<file path="config.mk">
export PLATFORM = sky130hd
export DESIGN_NAME = contador_bcd_mod
export DESIGN_NICKNAME = d
export VERILOG_FILES = /design/src/rtl/contador_bcd_mod.sv
export SDC_FILE = /design/constraint.sdc
export NUM_CORES = 1
export LEC_CHECK = 0
export CAP_MARGIN = 20
export CORE_UTILIZATION = 50
export DETAILED_ROUTE_END_ITERATION = 8
export DONT_BUFFER_PORTS = 1
export PLACE_DENSITY_LB_ADDON = 0.08
export SYNTH_ARGS = -nofsm -noshare
export SYNTH_HDL_FRONTEND = slang
export SYNTH_SLANG_ARGS = --single-unit
</file>
<file path="constraint.sdc">
create_clock -name clk -period 4.54 [get_ports clk]
set_input_delay 0.681 -clock clk [delete_from_list [all_inputs] [get_ports clk]]
set_output_delay 0.681 -clock clk [all_outputs]
set_load 0.1 [all_outputs]
</file>
<file path="src/rtl/contador_bcd_mod.sv">
// contador_bcd_mod: two-digit BCD modulo counter (modulus 2..100).
//
// Counts up or down over 0..MODULO-1. It supports a synchronous preset load
// that is checked for validity. Wrap edges are reported as registered
// one-cycle pulses (carry on up-wrap, borrow on down-wrap). A combinational
// terminal flag lets a cascade pre-decode the wrap.
//
// Ports:
//   clk           system clock, all state on rising edge
//   rst           synchronous reset, active-high -> INIT_VAL, pulses cleared
//   enable        count tick, one step per cycle while high
//   up_down       1 = count up, 0 = count down
//   load          preset request (priority over enable)
//   load_unidade  preset units digit (BCD)
//   load_dezena   preset tens digit (BCD)
//   unidade       units digit, registered
//   dezena        tens digit, registered
//   carry         one-cycle pulse, high while the counter shows the up-wrapped 00
//   borrow        one-cycle pulse, high while the counter shows the down-wrapped max
//   load_err      one-cycle pulse on a rejected preset
//   at_term       1 when value == MODULO-1 (up) or 00 (down)
module contador_bcd_mod #(
    parameter int MODULO   = 60,
    parameter int DEZ_W    = 3,
    parameter int INIT_VAL = 0
) (
    input  logic             clk,
    input  logic             rst,
    input  logic             enable,
    input  logic             up_down,
    input  logic             load,
    input  logic [3:0]       load_unidade,
    input  logic [DEZ_W-1:0] load_dezena,
    output logic [3:0]       unidade,
    output logic [DEZ_W-1:0] dezena,
    output logic             carry,
    output logic             borrow,
    output logic             load_err,
    output logic             at_term
);

    // Parameter legality, checked at elaboration.
    if (MODULO < 2 || MODULO > 100) begin : g_bad_modulo
        $error("contador_bcd_mod: MODULO must be in 2..100");
    end
    if (DEZ_W < 1 || DEZ_W > 4 || ((MODULO - 1) / 10) >= (1 << DEZ_W)) begin : g_bad_dez_w
        $error("contador_bcd_mod: DEZ_W cannot hold the tens digit of MODULO-1");
    end
    if (INIT_VAL < 0 || INIT_VAL >= MODULO) begin : g_bad_init
        $error("contador_bcd_mod: INIT_VAL must be in 0..MODULO-1");
    end

    localparam logic [3:0]       TERM_U = 4'((MODULO - 1) % 10);
    localparam logic [DEZ_W-1:0] TERM_D = DEZ_W'((MODULO - 1) / 10);
    localparam logic [3:0]       INIT_U = 4'(INIT_VAL % 10);
    localparam logic [DEZ_W-1:0] INIT_D = DEZ_W'(INIT_VAL / 10);

    logic             is_max;
    logic             is_zero;
    logic [7:0]       load_val;
    logic             load_ok;
    logic [3:0]       nxt_u;
    logic [DEZ_W-1:0] nxt_d;
    logic             nxt_carry;
    logic             nxt_borrow;
    logic             nxt_err;

    assign is_max  = (dezena == TERM_D) && (unidade == TERM_U);
    assign is_zero = (dezena == '0) && (unidade == 4'd0);
    assign at_term = up_down ? is_max : is_zero;

    // The tens digit is at most 15 and the units digit at most 15, so the
    // binary value fits in 8 bits. The units <= 9 test rejects non-BCD units.
    // The value < MODULO test implies tens <= 9.
    assign load_val = 8'(load_dezena) * 8'd10 + 8'(load_unidade);
    assign load_ok  = (load_unidade <= 4'd9) && (load_val < 8'(MODULO));

    always_comb begin
        nxt_u      = unidade;
        nxt_d      = dezena;
        nxt_carry  = 1'b0;
        nxt_borrow = 1'b0;
        nxt_err    = 1'b0;
        if (load) begin
            // A load cycle ignores enable entirely, so it never wraps.
            if (load_ok) begin
                nxt_u = load_unidade;
                nxt_d = load_dezena;
            end else begin
                nxt_err = 1'b1;
            end
        end else if (enable) begin
            if (up_down) begin
                if (is_max) begin
                    nxt_u     = 4'd0;
                    nxt_d     = '0;
                    nxt_carry = 1'b1;
                end else if (unidade == 4'd9) begin
                    nxt_u = 4'd0;
                    nxt_d = dezena + DEZ_W'(1);
                end else begin
                    nxt_u = unidade + 4'd1;
                end
            end else begin
                if (is_zero) begin
                    nxt_u      = TERM_U;
                    nxt_d      = TERM_D;
                    nxt_borrow = 1'b1;
                end else if (unidade == 4'd0) begin
                    nxt_u = 4'd9;
                    nxt_d = dezena - DEZ_W'(1);
                end else begin
                    nxt_u = unidade - 4'd1;
                end
            end
        end
    end

    always_ff @(posedge clk) begin
        if (rst) begin
            unidade  <= INIT_U;
            dezena   <= INIT_D;
            carry    <= 1'b0;
            borrow   <= 1'b0;
            load_err <= 1'b0;
        end else begin
            unidade  <= nxt_u;
            dezena   <= nxt_d;
            carry    <= nxt_carry;
            borrow   <= nxt_borrow;
            load_err <= nxt_err;
        end
    end

endmodule

</file>
# Word-level counts from Yosys, hierarchy flattened
# Index checks and enable logic that the tools add are counted.
# Widths: inputs -> output; s select.
# totals
register_bits	10
in_bits	12
output_inout_bits	11
# op_classes
addsub	5
multipliers	1
order_cmp	2
n_eq_ne	4
muxes	20
bitwise	3
reduce_logical	12
# op_table
cell	count
$mux 4	8
$mux 3	8
$add 7x4->8	1
$lt 8x6->1 const B	1
$reduce_or 4->1	2
$mul 3x3->6 const B	1
$add 4x1->4 const B	1
$eq 4x4->1 const B	1
$le 4x4->1 const B	1
$logic_not 4->1	1
$mux 1	4
$ne 4x1->1 const B	1
$reduce_and 4->1	1
$reduce_bool 4->1	1
$sub 4x1->4 const B	1
$add 3x1->3 const B	1
$eq 3x3->1 const B	1
$logic_and 1x1->1	3
$logic_not 3->1	1
$not 1->1	3
$sub 3x1->3 const B	1
$ne 2x1->1 const B	1
$reduce_and 2->1	1
$reduce_bool 2->1	1
$reduce_or 2->1	1

# Longest topological paths before layout
# Gate-level depths: netlist (run 1).
# logic_depth
word_depth	6
ltp_mapped	8
mapped_depth_nobuf	8

# Worst setup path after synthesis (run 1)
# No wires, ideal clock.
# synth_path
path_type	register to output
startpoint	reg unidade[1]
endpoint	out at_term
arrival_ps	3446
t_required_ps	3859
path_slack_ps	413
path_stages_with_launch	5
n_path_buf	1
cell_sequence	dfxtp_1 > clkbuf_1 > nor3_1 > nand3b_1 > o21ai_0
# synth_between
elab_chain_cells	3
# synth_rtl
element	line	text
from (decl)	34	output logic [3:0] unidade,
from (signal assigned)	127	unidade <= nxt_u;
$eq 4x4->1 or $logic_not 4->1 (tied branches)	68, 69	
$logic_and 1x1->1, on equally long branches	68, 69	
$mux 1 *	70	assign at_term = up_down ? is_max : is_zero;
to (decl)	39	output logic at_term
# Every way passes the cells marked *; elsewhere a longest branch is shown, timed or not.

# Final worst setup path (run 1)
# layout_path
startpoint	reg dezena[0]
endpoint	out at_term
# layout_between
elab_chain_cells	3
# layout_rtl
element	line	text
from (decl)	35	output logic [DEZ_W-1:0] dezena,
from (signal assigned)	128	dezena <= nxt_d;
$eq 3x3->1 or $logic_not 3->1 (tied branches)	68, 69	
$logic_and 1x1->1, on equally long branches	68, 69	
$mux 1 *	70	
# Marked as above.

==> results of run 1 <==
power groups by stage:
stage / registers, mW / logic [mW] / clock network [mW]
after floorplan: 0.154 / 0.102 / 0
after global placement: 0.126 / 0.146 / 0
after detailed placement: 0.127 / 0.149 / 0
after CTS: 0.125 / 0.150 / 0.0831
after global routing: 0.126 / 0.163 / 0.0872
final: 0.125 / 0.151 / 0.0807
worst max-delay path by stage:
stage          startpoint      end  cells past startpoint
4_1_cts         dezena[0]  at_term                      5
2_1_floorplan  unidade[1]  at_term                      4
5_1_grt         dezena[0]  at_term                      5
3_3_place_gp    dezena[0]  at_term                      5
3_5_place_dp    dezena[0]  at_term                      5
6_report        dezena[0]  at_term                      5
synth_stat cells (all sizes together), types with 2 or more instances:
master and n:
xor2 5, o211ai 8, nand4 3, and3 2, a211oi 3, a31o 2, o31ai 2, o21ai 7
and2b 3, dfxtp 10, a311oi 2, and2 3, mux2i 3, nor2 3, and4 2, nand2 9
nor3 4, nor2b 2, inv 7, clkbuf 5, ha 9, nand3 5, a21oi 5, a311o 2
layout make-up:
class,instances,area (um2)
fillers,200,862
multi-input cells,102,790
flip-flops and latches,10,200
clock buffers,4,36.3
well taps,27,33.8
repair buffers,4,30.0
inverters,8,30.0
registers in the layout, summed over array words and instances (netlist names):
| signal | cells |
|---|---|
| unidade | 4 |
| dezena | 3 |
| borrow | 1 |
| carry | 1 |
| load_err | 1 |
per-layer routing:
metal | vias up | track usage, %
met2 | 29 | 38.9
met5 | - | 0
met4 | 0 | 9.44
li1 | 487 | -
met1 | 480 | 28.3
met3 | 2 | 4.15
cells by family after synthesis:
family | after synthesis | synth area share, %
xor+xnor | 5 | 4.84
simple gates | 41 | 21.7
fa+ha+maj | 10 | 12.5
compound gates | 43 | 32.2
flops | 10 | 18.9
mux | 3 | 2.83
buf+inv | 14 | 6.97
stage by stage:
| step | cell area (um2) | power, mW |
|---|---|---|
| 6_report | 1120 | 0.356 |
| 5_1_grt | 1120 | 0.376 |
| 4_1_cts | 1120 | 0.358 |
| 3_5_place_dp | 1080 | 0.276 |
| 3_3_place_gp | 1080 | 0.272 |
| 2_1_floorplan | 1060 | 0.256 |
critical path, delay by kind of cell (launching register included):
kind	cells	cell delay (ps)
and+or+nand+nor	3	610
DFF	1	1050
adders and majority gates	1	290
AOI/OAI and AO/OA	1	420
==> impl_metrics.toml, run 1 <==
[outcome]
outcome = "complete, no violations"

[yosys]
synth_top_cell_area_share_pct = 18.9
avgSynthCellArea_um2 = 8.41
synth_cell_type_count = 54
cell_area_after_synthesis_mm2 = 0.00106
synth.top_cells.by_area = "sky130_fd_sc_hd__dfxtp_1, sky130_fd_sc_hd__ha_1, sky130_fd_sc_hd__o211ai_1"
synthesis.nets = 148
synth_area_leader_cell = "sky130_fd_sc_hd__dfxtp_1"
synth-edff-count = 0
ys_warn_count = 0
yosys_register_bits = 10
synth_async_sr_flop_share_pct = 0
syn_inst = 126
synth_flop_cell = "sky130_fd_sc_hd__dfxtp_1"
synth_seq_area_share_pct = 18.9

[timing]
timing.fmax_mhz = 301
final_min_period_over_clock_period_pct = 73.2
fin_setup_tns_ps = 0
hold_viol = 0
timing.max_slew.rel_slack_pct = 24.2
worst_hold_slack_ps = 471
finalWorstSetupSlack_ps = 1220
worstMarginPinSlew_ps = 1140
report.final.slew_viol_count = 0
rsz0062_at_grt = "no"
period_needed_ps = 3320
report.final.setup_viol = 0
worst_clock_skew_ps = 9.54

[worst_setup_path]
crit_chain = "ha_1 -> nand4_1 -> nor3_1 -> nand2_1 -> o21ai_2"
r2r_cells = 6
worst-path-max-fanout = 6
crit_path_capture_type = "output pin"
setup.reg_to_reg.worst_slack_ps = 2120
critPathSlowestCell = "sky130_fd_sc_hd__dfxtp_1"
regToRegStartpoint = "dezena[0]"
timing.critical_path.slowest_cell_delay_ps = 1050
worstReg2RegEnd = "dezena[1]"
setup.worst_path.class = "register to output pin"
cp_data_arrival_time_ps = 2640
startpoint_type = "register"
crit_required_ps = 3860

[hold_path]
worstHoldPathType = "input port to register"
hp-start = "rst"
worst_hold_path.num_cells = 1
min_delay_worst_endpoint = "dezena[1]"

[pwr]
switching_share_pct = 46.1
power.density_mw_per_mm2 = 318
vdd_ir_drop_max_mv = 0.190
share_seq_of_total_power_pct = 35.1
power.internal_uw = 192
power.static_leakage_nw = 0.450
clkPwrFrac_pct = 22.7
comb_power_share_pct = 42.3
p_sw_uw = 164

[route]
drt-met1-wl_um = 1130
final_antenna_net_count = 0
vias = 998
met2_wirelength_um = 1180
remaining_drc_errors = 0
wirelength_um = 2490
route.detailed.wl_per_inst_um = 16.1
via_to_cell_ratio = 6.44
first_iter_violations = 22
highest_metal_layer_with_signal_wires = "met4"
routed_met3_length_um = 161
drt_first_pass_iters = 4

[global_routing]
grt_usage_pct = 22.9
global_route.overflow_total = 0
vias_in_the_first_global_route = 884
grt_start_max_net_pins = 16
grt_pass1_wl_um = 3660
antenna_violations_before_repair = 0

[cells_and_area]
layout-drive-gt1-share_pct = 14.8
number_of_cells_in_the_finished_layout_apart_from_fillers = 155
highest_count_cells_in_the_layout_ignoring_fill_and_taps = "sky130_fd_sc_hd__dfxtp_1, sky130_fd_sc_hd__nand2_1, sky130_fd_sc_hd__ha_1"
area.growth.synth_to_final_pct = 5.67
num-nets-final = 151
final_util_pct = 56.5
n_antenna_cell = 0
mostFrequentLayoutCell = "sky130_fd_sc_hd__dfxtp_1"

[clocking]
tritoncts_num_sinks = 10
clk_pin_slew_ps = 80
cts_max_level = 1
ctsRootBufferMaster = "sky130_fd_sc_hd__clkbuf_4"
clk-insertion-delay-late_ps = 270
cts.repair_timing.setup_buffer_count = 0
cts_resized = 0
cts_buffers = 3
tritoncts_clock_tree = "yes"
clockBufferDepth = 2
cts.hold.buffers_added = 0

[floorplan]
core_area_mm2 = 0.00198
rows = 16
floorplan.die.height_um = 48.0
floorplan.die_area_mm2 = 0.00231
floorplan.initialDensity_pct = 53.5
ios = 23
fp.dieW_um = 48.0

[placed_design]
place.port_buffers = 0
dpl.cell_count = 151
post-place-ws_ps = 1530
dpl.hpwl_um = 1970
finalWeightedCongestion = 0.836

[flow_run]
maxCapViolCount = 0
No activity file was read; power rests on OpenSTA's default activity.
==> run 2, diff against run 1 <==
==> constraint.sdc (replaced) <==
create_clock -name clk -period 3.5 [get_ports clk]
set_input_delay 0.525 -clock clk [delete_from_list [all_inputs] [get_ports clk]]
set_output_delay 0.525 -clock clk [all_outputs]
set_load 0.1 [all_outputs]
==> impl_metrics.toml, run 2 (synthesis gave the netlist of run 1 again) <==
[route]
met2_wirelength_um = 1170
final_antenna_net_count = 0
wirelength_um = 2450
drt_first_pass_iters = 4
highest_metal_layer_with_signal_wires = "met4"
via_to_cell_ratio = 6.33
routed_met3_length_um = 155
remaining_drc_errors = 0
first_iter_violations = 27
route.detailed.wl_per_inst_um = 15.4
vias = 1007
drt-met1-wl_um = 1100

[floorplan]
floorplan.die.height_um = 48.0
core_area_mm2 = 0.00198
rows = 16
ios = 23
floorplan.initialDensity_pct = 53.5
fp.dieW_um = 48.0
floorplan.die_area_mm2 = 0.00231

[global_routing]
grt_usage_pct = 23.1
grt_pass1_wl_um = 3710
grt_start_max_net_pins = 16
antenna_violations_before_repair = 0
vias_in_the_first_global_route = 849
global_route.overflow_total = 0

[worst_setup_path]
startpoint_type = "register"
crit_chain = "buf_4 -> inv_1 -> ha_1 -> nand4_1 -> nor3_1 -> nand2_1 -> o21ai_2 -> buf_4"
regToRegStartpoint = "dezena[1]"
cp_data_arrival_time_ps = 2080
critical_path_cell_count = 8
crit_required_ps = 2970
r2r_cells = 8
timing.critical_path.buf_inv = 3
cpLargestDelayFamily = "buffers and inverters"
worstReg2RegEnd = "dezena[1]"
worst-path-max-fanout = 4
timing.critical_path.slowest_cell_delay_ps = 370
crit_path_capture_type = "output pin"
setup.reg_to_reg.worst_slack_ps = 1580
critPathSlowestCell = "sky130_fd_sc_hd__nor3_1"
critPathMostFrequentCell = "sky130_fd_sc_hd__buf_4"
setup.worst_path.class = "register to output pin"

[timing]
report.final.slew_viol_count = 0
timing.max_slew.rel_slack_pct = 37.4
period_needed_ps = 2610
hold_viol = 0
worstMarginPinSlew_ps = 937
worst_clock_skew_ps = 9.27
report.final.setup_viol = 0
rsz0062_at_grt = "no"
timing.fmax_mhz = 384
fin_setup_tns_ps = 0
final_min_period_over_clock_period_pct = 74.5

[placed_design]
dpl.cell_count = 155
finalWeightedCongestion = 0.826
cell_area_reported_after_detailed_placement_mm2 = 0.00111
place.port_buffers = 0
dpl.hpwl_um = 1950

[clocking]
cts_max_level = 1
tritoncts_num_sinks = 10
clockBufferDepth = 2
cts_resized = 0
cts.hold.buffers_added = 0
ctsRootBufferMaster = "sky130_fd_sc_hd__clkbuf_4"
cts.repair_timing.setup_buffer_count = 0
tritoncts_clock_tree = "yes"
clk-insertion-delay-late_ps = 270
cts_buffers = 3
clk_pin_slew_ps = 70

[cells_and_area]
n_antenna_cell = 0
layout-drive-gt1-share_pct = 17.4
largest_register_ff_count = 4
seqCellArea_um2 = 200
mostFrequentLayoutCell = "sky130_fd_sc_hd__dfxtp_1"
reg_top3 = "unidade (4), dezena (3)"
largest-register = "unidade"
design_area_mm2 = 0.00115
num-nets-final = 155
fillCellCount = 185
number_of_cells_in_the_finished_layout_apart_from_fillers = 159
highest_count_cells_in_the_layout_ignoring_fill_and_taps = "sky130_fd_sc_hd__dfxtp_1, sky130_fd_sc_hd__nand2_1, sky130_fd_sc_hd__ha_1"
area_of_the_multi_input_gates_um2 = 790
final_util_pct = 58.0
area.growth.synth_to_final_pct = 8.50

[pwr]
power.density_mw_per_mm2 = 406
power.static_leakage_nw = 0.471
design_power_total_uw = 467
vdd_ir_drop_max_mv = 0.231

[outcome]
outcome = "complete, no violations"

[hold_path]
worstHoldPathType = "input port to register"
hp-start = "rst"
worst_hold_path.num_cells = 1
min_delay_worst_endpoint = "dezena[0]"

[flow_run]
maxCapViolCount = 0
## run 2: final cells by class
cell class,instances,area share [%]
timing repair buffer,8,5.22
inverter,8,2.61
sequential,10,17.4
tap,27,2.94
multi-input combinational,102,68.7
clock buffer,4,3.16
## run 2: worst reg2reg max path, delay by kind of cell (launching register included)
family          cells  cell delay [ps]
flops               1              300
simple gates        2              460
compound gates      3              500
buf+inv             2              380
fa+ha+maj           1              180
## run 2: routing by layer
metal | GRT usage (%) | vias to the layer above
met2 | 37.0 | 36
met1 | 31.2 | 471
met4 | 8.33 | 0
met3 | 3.77 | 3
met5 | 0 | -
li1 | - | 497
## run 2: power breakdown
part	total, mW	switching, mW	leakage (nW)	internal [mW]
Sequential	0.141	0.0180	0.0820	0.123
Clock	0.105	0.0421	0.0210	0.0632
Combinational	0.221	0.153	0.368	0.0683
Total	0.467	0.213	0.471	0.255
## run 2: per-stage QoR
stage	hold WS, ps	setup slack (ps)
6_report	310	893
5_1_grt	300	708
4_1_cts	308	889
3_5_place_dp	498	975
3_3_place_gp	499	1020
2_1_floorplan	594	272
## run 2: worst max path at each step
stage,startpoint,to,slack (ps)
3_3_place_gp,load_dezena[0],unidade[0],1020
2_1_floorplan,unidade[0],at_term,270
3_5_place_dp,load_dezena[0],unidade[0],970
4_1_cts,dezena[1],at_term,890
5_1_grt,dezena[1],at_term,710
6_report,dezena[1],at_term,890
==> run 3, diff against run 2 <==
==> constraint.sdc (replaced) <==
create_clock -name clk -period 2.7 [get_ports clk]
set_input_delay 0.405 -clock clk [delete_from_list [all_inputs] [get_ports clk]]
set_output_delay 0.405 -clock clk [all_outputs]
set_load 0.1 [all_outputs]
==> impl_metrics.toml, run 3 (synthesis gave the netlist of run 1 again) <==
[outcome]
outcome = "complete, no violations"

[cells_and_area]
reg_top3 = "unidade (4), dezena (3)"
highest_count_cells_in_the_layout_ignoring_fill_and_taps = "sky130_fd_sc_hd__dfxtp_1, sky130_fd_sc_hd__nand2_1, sky130_fd_sc_hd__ha_1"
largest_register_ff_count = 4
mostFrequentLayoutCell = "sky130_fd_sc_hd__dfxtp_1"
layout-drive-gt1-share_pct = 17.4
number_of_cells_in_the_finished_layout_apart_from_fillers = 159
largest-register = "unidade"
num-nets-final = 155
area.growth.synth_to_final_pct = 9.68
n_antenna_cell = 0
fillCellCount = 187

[route]
remaining_drc_errors = 0
first_iter_violations = 24
wirelength_um = 2400
route.detailed.wl_per_inst_um = 15.1
vias = 1029
via_to_cell_ratio = 6.47
final_antenna_net_count = 0
drt_first_pass_iters = 4

[placed_design]
dpl.cell_count = 155
finalWeightedCongestion = 0.865
dpl.hpwl_um = 1900
place.port_buffers = 0

[worst_setup_path]
worst-path-max-fanout = 4
r2r_cells = 6
crit_required_ps = 2300
cp_data_arrival_time_ps = 1760
regToRegStartpoint = "unidade[0]"
setup.reg_to_reg.worst_slack_ps = 1010
setup.worst_path.class = "register to output pin"
startpoint_type = "register"
crit_path_capture_type = "output pin"
worstReg2RegEnd = "unidade[2]"

[global_routing]
global_route.usage.met2_pct = 34.1
grt_usage_pct = 22.2
vias_in_the_first_global_route = 839
grt_start_max_net_pins = 16
groute.layer.met3.usage_pct = 5.66
gr-usage-met1_pct = 29.1
busiest_layer = "met2"
grt_pass1_wl_um = 3520
antenna_violations_before_repair = 0
global_route.overflow_total = 0

[hold_path]
worstHoldPathType = "input port to register"
min_delay_worst_endpoint = "dezena[1]"
worst_hold_path.num_cells = 1
hp-start = "rst"

[clocking]
tritoncts_num_sinks = 10
cts.repair_timing.setup_buffer_count = 0
clk-insertion-delay-late_ps = 270
cts_buffers = 3
clk_pin_slew_ps = 80
tritoncts_clock_tree = "yes"
ctsRootBufferMaster = "sky130_fd_sc_hd__clkbuf_4"
cts_max_level = 1
cts_resized = 0
cts.hold.buffers_added = 0
clockBufferDepth = 2

[floorplan]
fp.dieW_um = 48.0
floorplan.initialDensity_pct = 53.5
floorplan.die_area_mm2 = 0.00231
floorplan.die.height_um = 48.0
core_area_mm2 = 0.00198
ios = 23
rows = 16

[timing]
hold_viol = 0
timing.fmax_mhz = 462
report.final.slew_viol_count = 0
worst_clock_skew_ps = 8.81
final_min_period_over_clock_period_pct = 80.1
period_needed_ps = 2160
worstMarginPinSlew_ps = 934
timing.max_slew.rel_slack_pct = 37.6
fin_setup_tns_ps = 0
rsz0062_at_grt = "no"
report.final.setup_viol = 0

[pwr]
power.static_leakage_nw = 0.475
vdd_ir_drop_max_mv = 0.308
power.density_mw_per_mm2 = 528

[flow_run]
maxCapViolCount = 0
[run 3: cell types whose count changed in the layout (fill, tap and decap cells not counted)]
cell	before	now
sky130_fd_sc_hd__buf_12	0	1
sky130_fd_sc_hd__buf_4	8	7
[run 3: area by class of cell]
type / count / area, um2 / share of cell area (%)
sequential: 10 / 200 / 17.2
clock buffer: 4 / 36.3 / 3.12
multi-input combinational: 102 / 790 / 67.9
timing repair buffer: 8 / 72.6 / 6.24
inverter: 8 / 30.0 / 2.58
tap: 27 / 33.8 / 2.91
[run 3: metrics by stage]
step,hold slack (ps),instance area [um2],setup slack [ps],utilization [%],total power [mW]
floorplan,474,1060,90.9,-,0.432
global placement,481,1130,335,56.8,0.475
detailed placement,481,1130,293,56.8,0.478
CTS,186,1160,557,58.6,0.618
global route,177,1160,406,58.6,0.649
finish,192,1160,537,58.6,0.614
[run 3: worst max path at each step]
stage	start	cells past startpoint	slack (ps)	to
finish	dezena[1]	7	540	at_term
global route	dezena[1]	7	410	at_term
CTS	dezena[1]	7	560	at_term
detailed placement	load_dezena[0]	8	290	unidade[0]
global placement	load_dezena[0]	8	340	unidade[0]
floorplan	unidade[0]	5	90	at_term
[run 3: power breakdown]
part	internal [mW]	switching, mW
Clock	0.0820	0.0563
Combinational	0.0942	0.195
Sequential	0.160	0.0267
[run 3: layer usage]
metal / part of all wire (%) / wire length [um] / vias up
met4: 2.0 / 49 / 0
li1: - / - / 500
met5: 0 / 0 / -
met1: 45 / 1090 / 491
met3: 6.4 / 155 / 7
met2: 46 / 1110 / 31
[run 3: critical path: stages (launching register included)]
cell	delay, ps
sky130_fd_sc_hd__dfxtp_1	310
sky130_fd_sc_hd__inv_1	90
sky130_fd_sc_hd__ha_1	160
sky130_fd_sc_hd__nand4_1	100
sky130_fd_sc_hd__nor3_1	400
sky130_fd_sc_hd__nand2_1	130
sky130_fd_sc_hd__o21ai_2	100
sky130_fd_sc_hd__buf_12	190
